File: src/rtl/div_pkg.sv
// Shared definitions for the restoring divider.
//   div_state_t        : controller state encoding (IDLE, CALC, DONE)
//   DIV_WIDTH_DEFAULT  : default operand width, shared with the multiplier
package div_pkg;

  typedef enum logic [1:0] {
    IDLE = 2'd0,
    CALC = 2'd1,
    DONE = 2'd2
  } div_state_t;

  localparam int DIV_WIDTH_DEFAULT = 5;

endpackage

File: src/rtl/div_step.sv
// One restoring-division iteration, purely combinational.
// Ports:
//   a_i [WIDTH:0]   partial remainder A (top bit is the borrow bit)
//   q_i [WIDTH-1:0] dividend/quotient shift register Q
//   m_i [WIDTH-1:0] divisor M
//   a_o [WIDTH:0]   A after shift, trial subtract and optional restore
//   q_o [WIDTH-1:0] Q after shift with the new quotient bit in bit 0
module div_step #(
  parameter int WIDTH = 5
) (
  input  logic [WIDTH:0]   a_i,
  input  logic [WIDTH-1:0] q_i,
  input  logic [WIDTH-1:0] m_i,
  output logic [WIDTH:0]   a_o,
  output logic [WIDTH-1:0] q_o
);

  logic [WIDTH:0]   a_sh;
  logic [WIDTH-1:0] q_sh;
  logic [WIDTH:0]   t;

  // A stays below M between steps, so its borrow bit is always 0 here and
  // shifting {A,Q} left only needs A's low WIDTH bits plus Q's MSB.
  assign a_sh = {a_i[WIDTH-1:0], q_i[WIDTH-1]};
  assign q_sh = q_i << 1;
  // a_sh < 2*M, so a negative difference always lands with bit WIDTH set.
  assign t    = a_sh - {1'b0, m_i};

  always_comb begin
    a_o = a_sh;
    q_o = q_sh;
    if (t[WIDTH]) begin
      a_o = a_sh;               // restore
      q_o = {q_sh[WIDTH-1:1], 1'b0};
    end else begin
      a_o = t;
      q_o = {q_sh[WIDTH-1:1], 1'b1};
    end
  end

endmodule

File: src/rtl/restoring_divider.sv
// Sequential unsigned restoring divider, one quotient bit per clock.
// Handshake: a start pulse is accepted only in IDLE or DONE; operands are
// captured on that edge. done is a one-cycle pulse in the DONE state, and
// quotient/remainder/div_by_zero are valid from done until the next
// accepted start. busy is high exactly during the WIDTH CALC cycles; a
// start while busy is ignored.
// Ports:
//   clk, rst             clock and synchronous active-high reset
//   start                request
//   dividend, divisor    operands
//   quotient, remainder  results
//   busy, done           status
//   div_by_zero          divisor was zero (quotient all ones, remainder=dividend)
//   dbg_state            current controller state
module restoring_divider
  import div_pkg::*;
#(
  parameter int WIDTH = DIV_WIDTH_DEFAULT
) (
  input  logic             clk,
  input  logic             rst,
  input  logic             start,
  input  logic [WIDTH-1:0] dividend,
  input  logic [WIDTH-1:0] divisor,
  output logic [WIDTH-1:0] quotient,
  output logic [WIDTH-1:0] remainder,
  output logic             busy,
  output logic             done,
  output logic             div_by_zero,
  output div_state_t       dbg_state
);

  localparam int CW = $clog2(WIDTH + 1);

  div_state_t       state_q, state_d;
  logic [WIDTH:0]   a_q, a_d;
  logic [WIDTH-1:0] q_q, q_d;
  logic [WIDTH-1:0] m_q, m_d;
  logic [CW-1:0]    count_q, count_d;
  logic [WIDTH-1:0] quot_q, quot_d;
  logic [WIDTH-1:0] rem_q, rem_d;
  logic             dbz_q, dbz_d;

  logic [WIDTH:0]   a_next;
  logic [WIDTH-1:0] q_next;

  div_step #(.WIDTH(WIDTH)) u_step (
    .a_i (a_q),
    .q_i (q_q),
    .m_i (m_q),
    .a_o (a_next),
    .q_o (q_next)
  );

  always_ff @(posedge clk) begin
    if (rst) begin
      state_q <= IDLE;
      a_q     <= '0;
      q_q     <= '0;
      m_q     <= '0;
      count_q <= '0;
      quot_q  <= '0;
      rem_q   <= '0;
      dbz_q   <= 1'b0;
    end else begin
      state_q <= state_d;
      a_q     <= a_d;
      q_q     <= q_d;
      m_q     <= m_d;
      count_q <= count_d;
      quot_q  <= quot_d;
      rem_q   <= rem_d;
      dbz_q   <= dbz_d;
    end
  end

  always_comb begin
    state_d = state_q;
    a_d     = a_q;
    q_d     = q_q;
    m_d     = m_q;
    count_d = count_q;
    quot_d  = quot_q;
    rem_d   = rem_q;
    dbz_d   = dbz_q;

    case (state_q)
      IDLE, DONE: begin
        if (start) begin
          if (divisor != '0) begin
            a_d     = '0;
            q_d     = dividend;
            m_d     = divisor;
            count_d = CW'(WIDTH);
            dbz_d   = 1'b0;
            state_d = CALC;
          end else begin
            // Divide by zero finishes immediately with a fixed result.
            quot_d  = '1;
            rem_d   = dividend;
            dbz_d   = 1'b1;
            state_d = DONE;
          end
        end else if (state_q == DONE) begin
          state_d = IDLE;
        end
      end
      CALC: begin
        a_d     = a_next;
        q_d     = q_next;
        count_d = count_q - CW'(1);
        if (count_q == CW'(1)) begin
          // Last iteration: publish the step outputs directly.
          quot_d  = q_next;
          rem_d   = a_next[WIDTH-1:0];
          state_d = DONE;
        end
      end
      default: state_d = IDLE;
    endcase
  end

  assign quotient    = quot_q;
  assign remainder   = rem_q;
  assign div_by_zero = dbz_q;
  assign busy        = (state_q == CALC);
  assign done        = (state_q == DONE);
  assign dbg_state   = state_q;

endmodule

File: config.mk
export PLATFORM = sky130hd
export DESIGN_NAME = restoring_divider
export DESIGN_NICKNAME = d
export VERILOG_FILES = /design/src/rtl/div_pkg.sv /design/src/rtl/div_step.sv /design/src/rtl/restoring_divider.sv
export SDC_FILE = /design/constraint.sdc
export NUM_CORES = 1
export LEC_CHECK = 0
export BUFFER_PORTS_ARGS = -buffer_cell sky130_fd_sc_hd__buf_2
export CAP_MARGIN = 20
export CORE_MARGIN = 3
export CORE_UTILIZATION = 54
export DETAILED_ROUTE_END_ITERATION = 7
export PLACE_DENSITY = 0.83
export SYNTH_ARGS = -nofsm -noshare
export SYNTH_HDL_FRONTEND = slang
export SYNTH_HIERARCHICAL = 1
export SYNTH_SLANG_ARGS = --single-unit
File: constraint.sdc
create_clock -name clk -period 4.3 [get_ports clk]
set_clock_uncertainty 0.15 [all_clocks]
set_input_delay 0.215 -clock clk [delete_from_list [all_inputs] [get_ports clk]]
set_output_delay 0.215 -clock clk [all_outputs]
set_load 0.03 [all_outputs]
==> impl_metrics.csv, run 1 <==
group,metric,value,unit
detailed_routing,initialDrtViolationCount,76,
worst_setup_path,cp_cell_sequence,"ha_1 -> nor2b_1 -> o311ai_0 -> a21oi_1 -> ha_1 -> nand3b_1 -> or3_1 -> o311ai_1 -> and2_1 -> a21oi_1 -> a211oi_1",
global_route,antenna_found_initial,0,
pwr,power.internal,0.540,mW
worst_setup_path,r2r_slack,1.22,ns
timing,max_freq,324,MHz
pwr,power_density,433,mW/mm²
cells_and_area,final_cell_mix,"32 x nor2_1, 31 x dfxtp_1, 27 x buf_2, 12 x a21oi_1",
cts,clk_pin_slew,0.10,ns
worst_hold_path,worst_hold_path_type,"input port to flop",
detailed_routing,post_drt_wl_per_cell,14.2,µm
cts,cts_inserted_buffers,5,
synthesis,synth_nets,209,
floorplanning,ios,28,
global_route,grt_pass1_wl,5.40,mm
timing,grt_setup_unrepaired,"no",
floorplanning,die_h,61.0,µm
cts,cts_setup_buffers,0,
worst_setup_path,worstSetupPathType,"flop to flop",
cts,cts_root_buf,"clkbuf_4",
place,placed_area,0.00172,mm²
place,hpwl,2.38,mm
synthesis,netlist_area,0.00163,mm²
pwr,switching_share,32.1,%
detailed_routing,dr.pass1.iters,4,
timing,worst_slack,1.22,ns
worst_setup_path,worstSetupEndpointType,"flop",
timing,period_needed,3.08,ns
global_route,met1_usage,26.9,%
pwr,power_frac_comb,28.3,%
worst_setup_path,cp.buffers_inverters,0,
pwr,p_leak,0.812,nW
floorplanning,die_x,61.0,µm
cts,htreeDepth,2,
global_route,grt_use_met2,28.4,%
timing,max_slew_margin,38.6,%
cells_and_area,final_cells,242,
flow_run,maxCapViolations,0,
global_route,grt_overflow,0,
cells_and_area,design_area,0.00184,mm²
cells_and_area,layout.nets,232,
detailed_routing,drc,0,
worst_setup_path,worstPathRequired,4.39,ns
global_route,grt_pass1_vias,1206,
global_route,gr-usage-met3,7.02,%
synthesis,netlist_instances,187,
global_route,track_usage,19.8,%
detailed_routing,avgViaCountPerCell,5.63,
cts,clock_path_buffers,2,
timing,fin_crit_sh,71.7,%
floorplanning,initial_core_util,57.7,%
cells_and_area,fillCellCount,236,
timing,drv_slew,0,
pwr,p_clk_share,30.4,%
worst_setup_path,cp_slowest_cell,"ha_1",
timing,setup_viol,0,
pwr,p_sw,0.255,mW
pwr,seqPwrFrac,41.3,%
place,io_buffer_count,27,
timing,final_hold_viol_count,0,
place,dp_worst_setup_slack,1.27,ns
global_route,grt_max_degree,32,
outcome,status,"completed",
detailed_routing,ant_nets,0,
global_route,busiest_layer,"met2",
floorplanning,die_area,0.00372,mm²
worst_setup_path,crit_fanout,16,
synthesis,avgSynthCellArea,8.72,µm²
floorplanning,rows,19,
worst_setup_path,cp-start-kind,"flop",
detailed_routing,routed_wl,3.43,mm
worst_setup_path,cp.arrival,3.18,ns
cts,clkLatencyLatePin,0.33,ns
cells_and_area,final_core_util,64.9,%
place,place_congestion,0.930,
cells_and_area,final_common_cell,"nor2_1",
worst_setup_path,critPathTopFamily,"adder cells",
synthesis,yosys_warnings,6,
timing,tightest_slew,0.921,ns
worst_setup_path,slowest_delay,0.61,ns
cells_and_area,area_growth,12.6,%
timing,fin_setup_tns,0,ns
place,post-place-cells,231,
pwr,irDropWorstVdd,0.284,mV
cells_and_area,drive_above_1_share,21.3,%
cts,clock_sinks,31,
floorplanning,core,0.00283,mm²
detailed_routing,vias,1362,
cts,cts_tree,"done",
cells_and_area,antenna_cells,0,
tightest hold or removal path, cell delays in order:
cell and delay [ns]:
buf_2 0.09, a22oi_1 0.07, nor2_1 0.07
metal layers:
layer,vias to the layer above,part of all wire (%)
met5,-,0
met4,0,2.0
met3,9,4.8
met2,36,43
met1,620,50
li1,697,-
layout make-up:
| class | count | area (µm²) | area share [%] |
|---|---|---|---|
| Tap cell | 31 | 38.8 | 2.11 |
| Clock inverter | 2 | 35.0 | 1.91 |
| Inverter | 10 | 37.5 | 2.04 |
| Timing Repair Buffer | 30 | 165 | 8.99 |
| Clock buffer | 6 | 51.3 | 2.79 |
| Multi-Input combinational cell | 132 | 888 | 48.4 |
| Sequential cell | 31 | 621 | 33.8 |
flip-flops by register name (all words and copies together) (netlist names):
| signal | flops |
|---|---|
| dbg_state | 2 |
| quotient | 5 |
| m_q | 5 |
| a_q | 5 |
| remainder | 5 |
| q_q | 5 |
| div_by_zero | 1 |
| count_q | 3 |
path summary, 6_finish.rpt:
kind	startpoint	end	cells past startpoint
worst max-delay path	a_q[0]$_SDFFE_PP0P_	remainder[3]$_SDFFE_PP0P_	11
worst min-delay path	divisor[2]	m_q[2]$_SDFFE_PP0P_	3
worst max register to register	a_q[0]$_SDFFE_PP0P_	remainder[3]$_SDFFE_PP0P_	11
worst min register to register	m_q[1]$_SDFFE_PP0P_	m_q[1]$_SDFFE_PP0P_	2
repair_timing:
item	4_1_cts	5_1_grt
gates resized for setup	0	0
setup endpoints to repair	0	0
hold endpoints to repair	3	0
hold buffers	3	0
power by group through the flow:
stage	Combinational, mW	Clock [mW]	Sequential, mW
final	0.225	0.242	0.329
after global routing	0.248	0.256	0.331
after CTS	0.223	0.245	0.329
after detailed placement	0.220	0	0.335
after global placement	0.215	0	0.334
after floorplan	0.176	0	0.345
metrics by stage:
stage          power (mW)  hold WS, ns
2_1_floorplan       0.521        0.137
3_3_place_gp        0.549        0.296
3_5_place_dp        0.555        0.304
4_1_cts             0.797     0.000619
5_1_grt             0.836       0.0158
6_report            0.795      0.00657
(Power assumes the default switching activity.)
==> run 2: changes to the inputs <==
--- a/config.mk
+++ b/config.mk
@@ -5,12 +5,13 @@
 export SDC_FILE = /design/constraint.sdc
 export NUM_CORES = 1
 export LEC_CHECK = 0
+export ABC_AREA = 1
 export BUFFER_PORTS_ARGS = -buffer_cell sky130_fd_sc_hd__buf_2
 export CAP_MARGIN = 20
 export CORE_MARGIN = 3
-export CORE_UTILIZATION = 54
+export CORE_UTILIZATION = 50
 export DETAILED_ROUTE_END_ITERATION = 7
-export PLACE_DENSITY = 0.83
+export PLACE_DENSITY = 0.81
 export SYNTH_ARGS = -nofsm -noshare
 export SYNTH_HDL_FRONTEND = slang
 export SYNTH_HIERARCHICAL = 1
==> constraint.sdc (replaced) <==
create_clock -name clk -period 2.7 [get_ports clk]
set_clock_uncertainty 0.15 [all_clocks]
set_input_delay 0.135 -clock clk [delete_from_list [all_inputs] [get_ports clk]]
set_output_delay 0.135 -clock clk [all_outputs]
set_load 0.03 [all_outputs]
==> impl_metrics.csv, run 2 <==
group,metric,value,unit
worst_hold_path,whs_path_depth,5,
cells_and_area,final_cell_mix,"61 x nand2_1, 32 x inv_1, 31 x dfxtp_1, 27 x buf_2, 25 x a21oi_1",
detailed_routing,dr.pass1.iters,4,
global_route,antenna_found_initial,0,
worst_setup_path,cp.buffers_inverters,3,
flow_run,maxCapViolations,0,
worst_hold_path,min-delay-start,"dividend[4]",
floorplanning,die_x,64.0,µm
worst_setup_path,r2r_cells,14,
synthesis,netlist_instances,246,
worst_setup_path,cp.arrival,2.51,ns
cts,clock_sinks,31,
global_route,grt_pass1_vias,1462,
pwr,p_leak,0.938,nW
worst_setup_path,worstPathRequired,2.78,ns
cts,clock_path_buffers,2,
floorplanning,die_h,64.0,µm
outcome,status,"completed",
global_route,track_usage,19.6,%
detailed_routing,vias,1586,
floorplanning,core,0.00313,mm²
worst_setup_path,r2r_slack,0.27,ns
synthesis,yosys_warnings,6,
worst_hold_path,holdPathEnd,"q_q[4]$_SDFFE_PP0P_",
synthesis,netlist_area,0.00168,mm²
cells_and_area,drive_above_1_share,16.1,%
detailed_routing,routed_wl,3.59,mm
cts,cts_resized,0,
cts,clkLatencyLatePin,0.33,ns
cells_and_area,layout.nets,295,
detailed_routing,post_drt_wl_per_cell,11.3,µm
timing,grt_setup_unrepaired,"no",
cts,clk_pin_slew,0.09,ns
cts,cts_inserted_buffers,5,
timing,drv_slew,0,
place,post-place-cells,305,
cts,cts_root_buf,"clkbuf_4",
cts,htreeDepth,2,
worst_setup_path,r2r-start,"m_q[2]$_SDFFE_PP0P_",
timing,fin_setup_tns,0,ns
cts,cts_tree,"done",
worst_setup_path,cp_cell_sequence,"inv_1 -> ha_1 -> a21oi_1 -> o211ai_1 -> ha_1 -> inv_1 -> nand2_1 -> o21ai_0 -> nand2_1 -> nand2_1 -> inv_1 -> nand3_1 -> nand2_1 -> nor2_1",
timing,max_slew_margin,53.5,%
floorplanning,die_area,0.00409,mm²
pwr,irDropWorstVdd,0.352,mV
timing,max_freq,412,MHz
worst_setup_path,reg2reg_to,"remainder[2]$_SDFFE_PP0P_",
detailed_routing,initialDrtViolationCount,112,
cells_and_area,area_growth,12.7,%
place,place_congestion,0.951,
cells_and_area,final_common_cell,"nand2_1",
cells_and_area,final_cells,317,
pwr,power_density,616,mW/mm²
global_route,grt_pass1_wl,6.24,mm
worst_setup_path,slowest_delay,0.40,ns
worst_setup_path,cp_slowest_cell,"ha_1",
worst_setup_path,cpMostUsedCell,"nand2_1",
detailed_routing,avgViaCountPerCell,5.00,
timing,holdWs,0.0193,ns
timing,tightest_slew,0.695,ns
worst_setup_path,crit_fanout,7,
cells_and_area,antenna_cells,0,
place,io_buffer_count,27,
global_route,grt_overflow,0,
cells_and_area,final_core_util,60.5,%
timing,fin_crit_sh,89.8,%
worst_setup_path,cp-start-kind,"flop",
pwr,power,1.17,mW
detailed_routing,drc,0,
timing,final_hold_viol_count,0,
detailed_routing,ant_nets,0,
worst_setup_path,worstSetupPathType,"flop to flop",
floorplanning,ios,28,
timing,setup_viol,0,
global_route,grt_max_degree,22,
floorplanning,initial_core_util,53.7,%
synthesis,synth_nets,268,
worst_hold_path,worst_hold_path_type,"input port to flop",
timing,period_needed,2.43,ns
place,hpwl,2.64,mm
floorplanning,rows,20,
worst_setup_path,worstSetupEndpointType,"flop",
synthesis,avgSynthCellArea,6.83,µm²
worst_setup_path,critPathTopFamily,"adder cells",
worst_setup_path,worstSetupStartpoint,"m_q[2]$_SDFFE_PP0P_",
## run 2: final cells by class
| cell class | instances | area, µm² |
|---|---|---|
| clock buffers | 6 | 51.3 |
| well taps | 44 | 55.1 |
| fillers | 294 | 1230 |
| clock inverters | 1 | 5.00 |
| multi-input cells | 167 | 833 |
| repair buffers | 34 | 200 |
| inverters | 34 | 128 |
| flip-flops and latches | 31 | 621 |
## run 2: metal layers
metal  global-route usage, %  vias to the layer above  routed length, µm
met5                       0                        -                  0
met4                    9.70                        0                 55
met3                    5.10                        5                224
met2                    31.0                       51               1580
met1                    24.5                      697               1730
li1                        -                      833                  -
## run 2: worst max path at each step
stage | to | slack, ns | cells past startpoint
6_report | remainder[2]$_SDFFE_PP0P_ | 0.27 | 14
5_1_grt | remainder[2]$_SDFFE_PP0P_ | 0.05 | 14
4_1_cts | remainder[2]$_SDFFE_PP0P_ | 0.28 | 14
3_5_place_dp | remainder[2]$_SDFFE_PP0P_ | 0.29 | 14
3_3_place_gp | remainder[2]$_SDFFE_PP0P_ | 0.39 | 14
2_1_floorplan | remainder[2]$_SDFFE_PP0P_ | 0.58 | 14
## run 2: repair_timing
| action | 4_1_cts | 5_1_grt |
|---|---|---|
| buffers inserted | 0 | 0 |
| hold endpoints to repair | 5 | 0 |
| hold buffers | 5 | 0 |
## run 2: power by group
| group | leakage [nW] | switching (mW) | internal, mW |
|---|---|---|---|
| registers | 0.254 | 0.0256 | 0.499 |
| clock network | 0.0341 | 0.156 | 0.120 |
| logic | 0.649 | 0.240 | 0.124 |
## run 2: worst min-delay path: stages
cell and delay [ns]:
buf_2 0.10, nand2_1 0.07, nand2_1 0.05, nand2_1 0.05, a21oi_1 0.05
## run 2: through the flow
stage	area, µm²	setup WS, ns
2_1_floorplan	1680	0.579
3_3_place_gp	1790	0.389
3_5_place_dp	1790	0.288
4_1_cts	1890	0.281
5_1_grt	1890	0.0518
6_report	1890	0.275
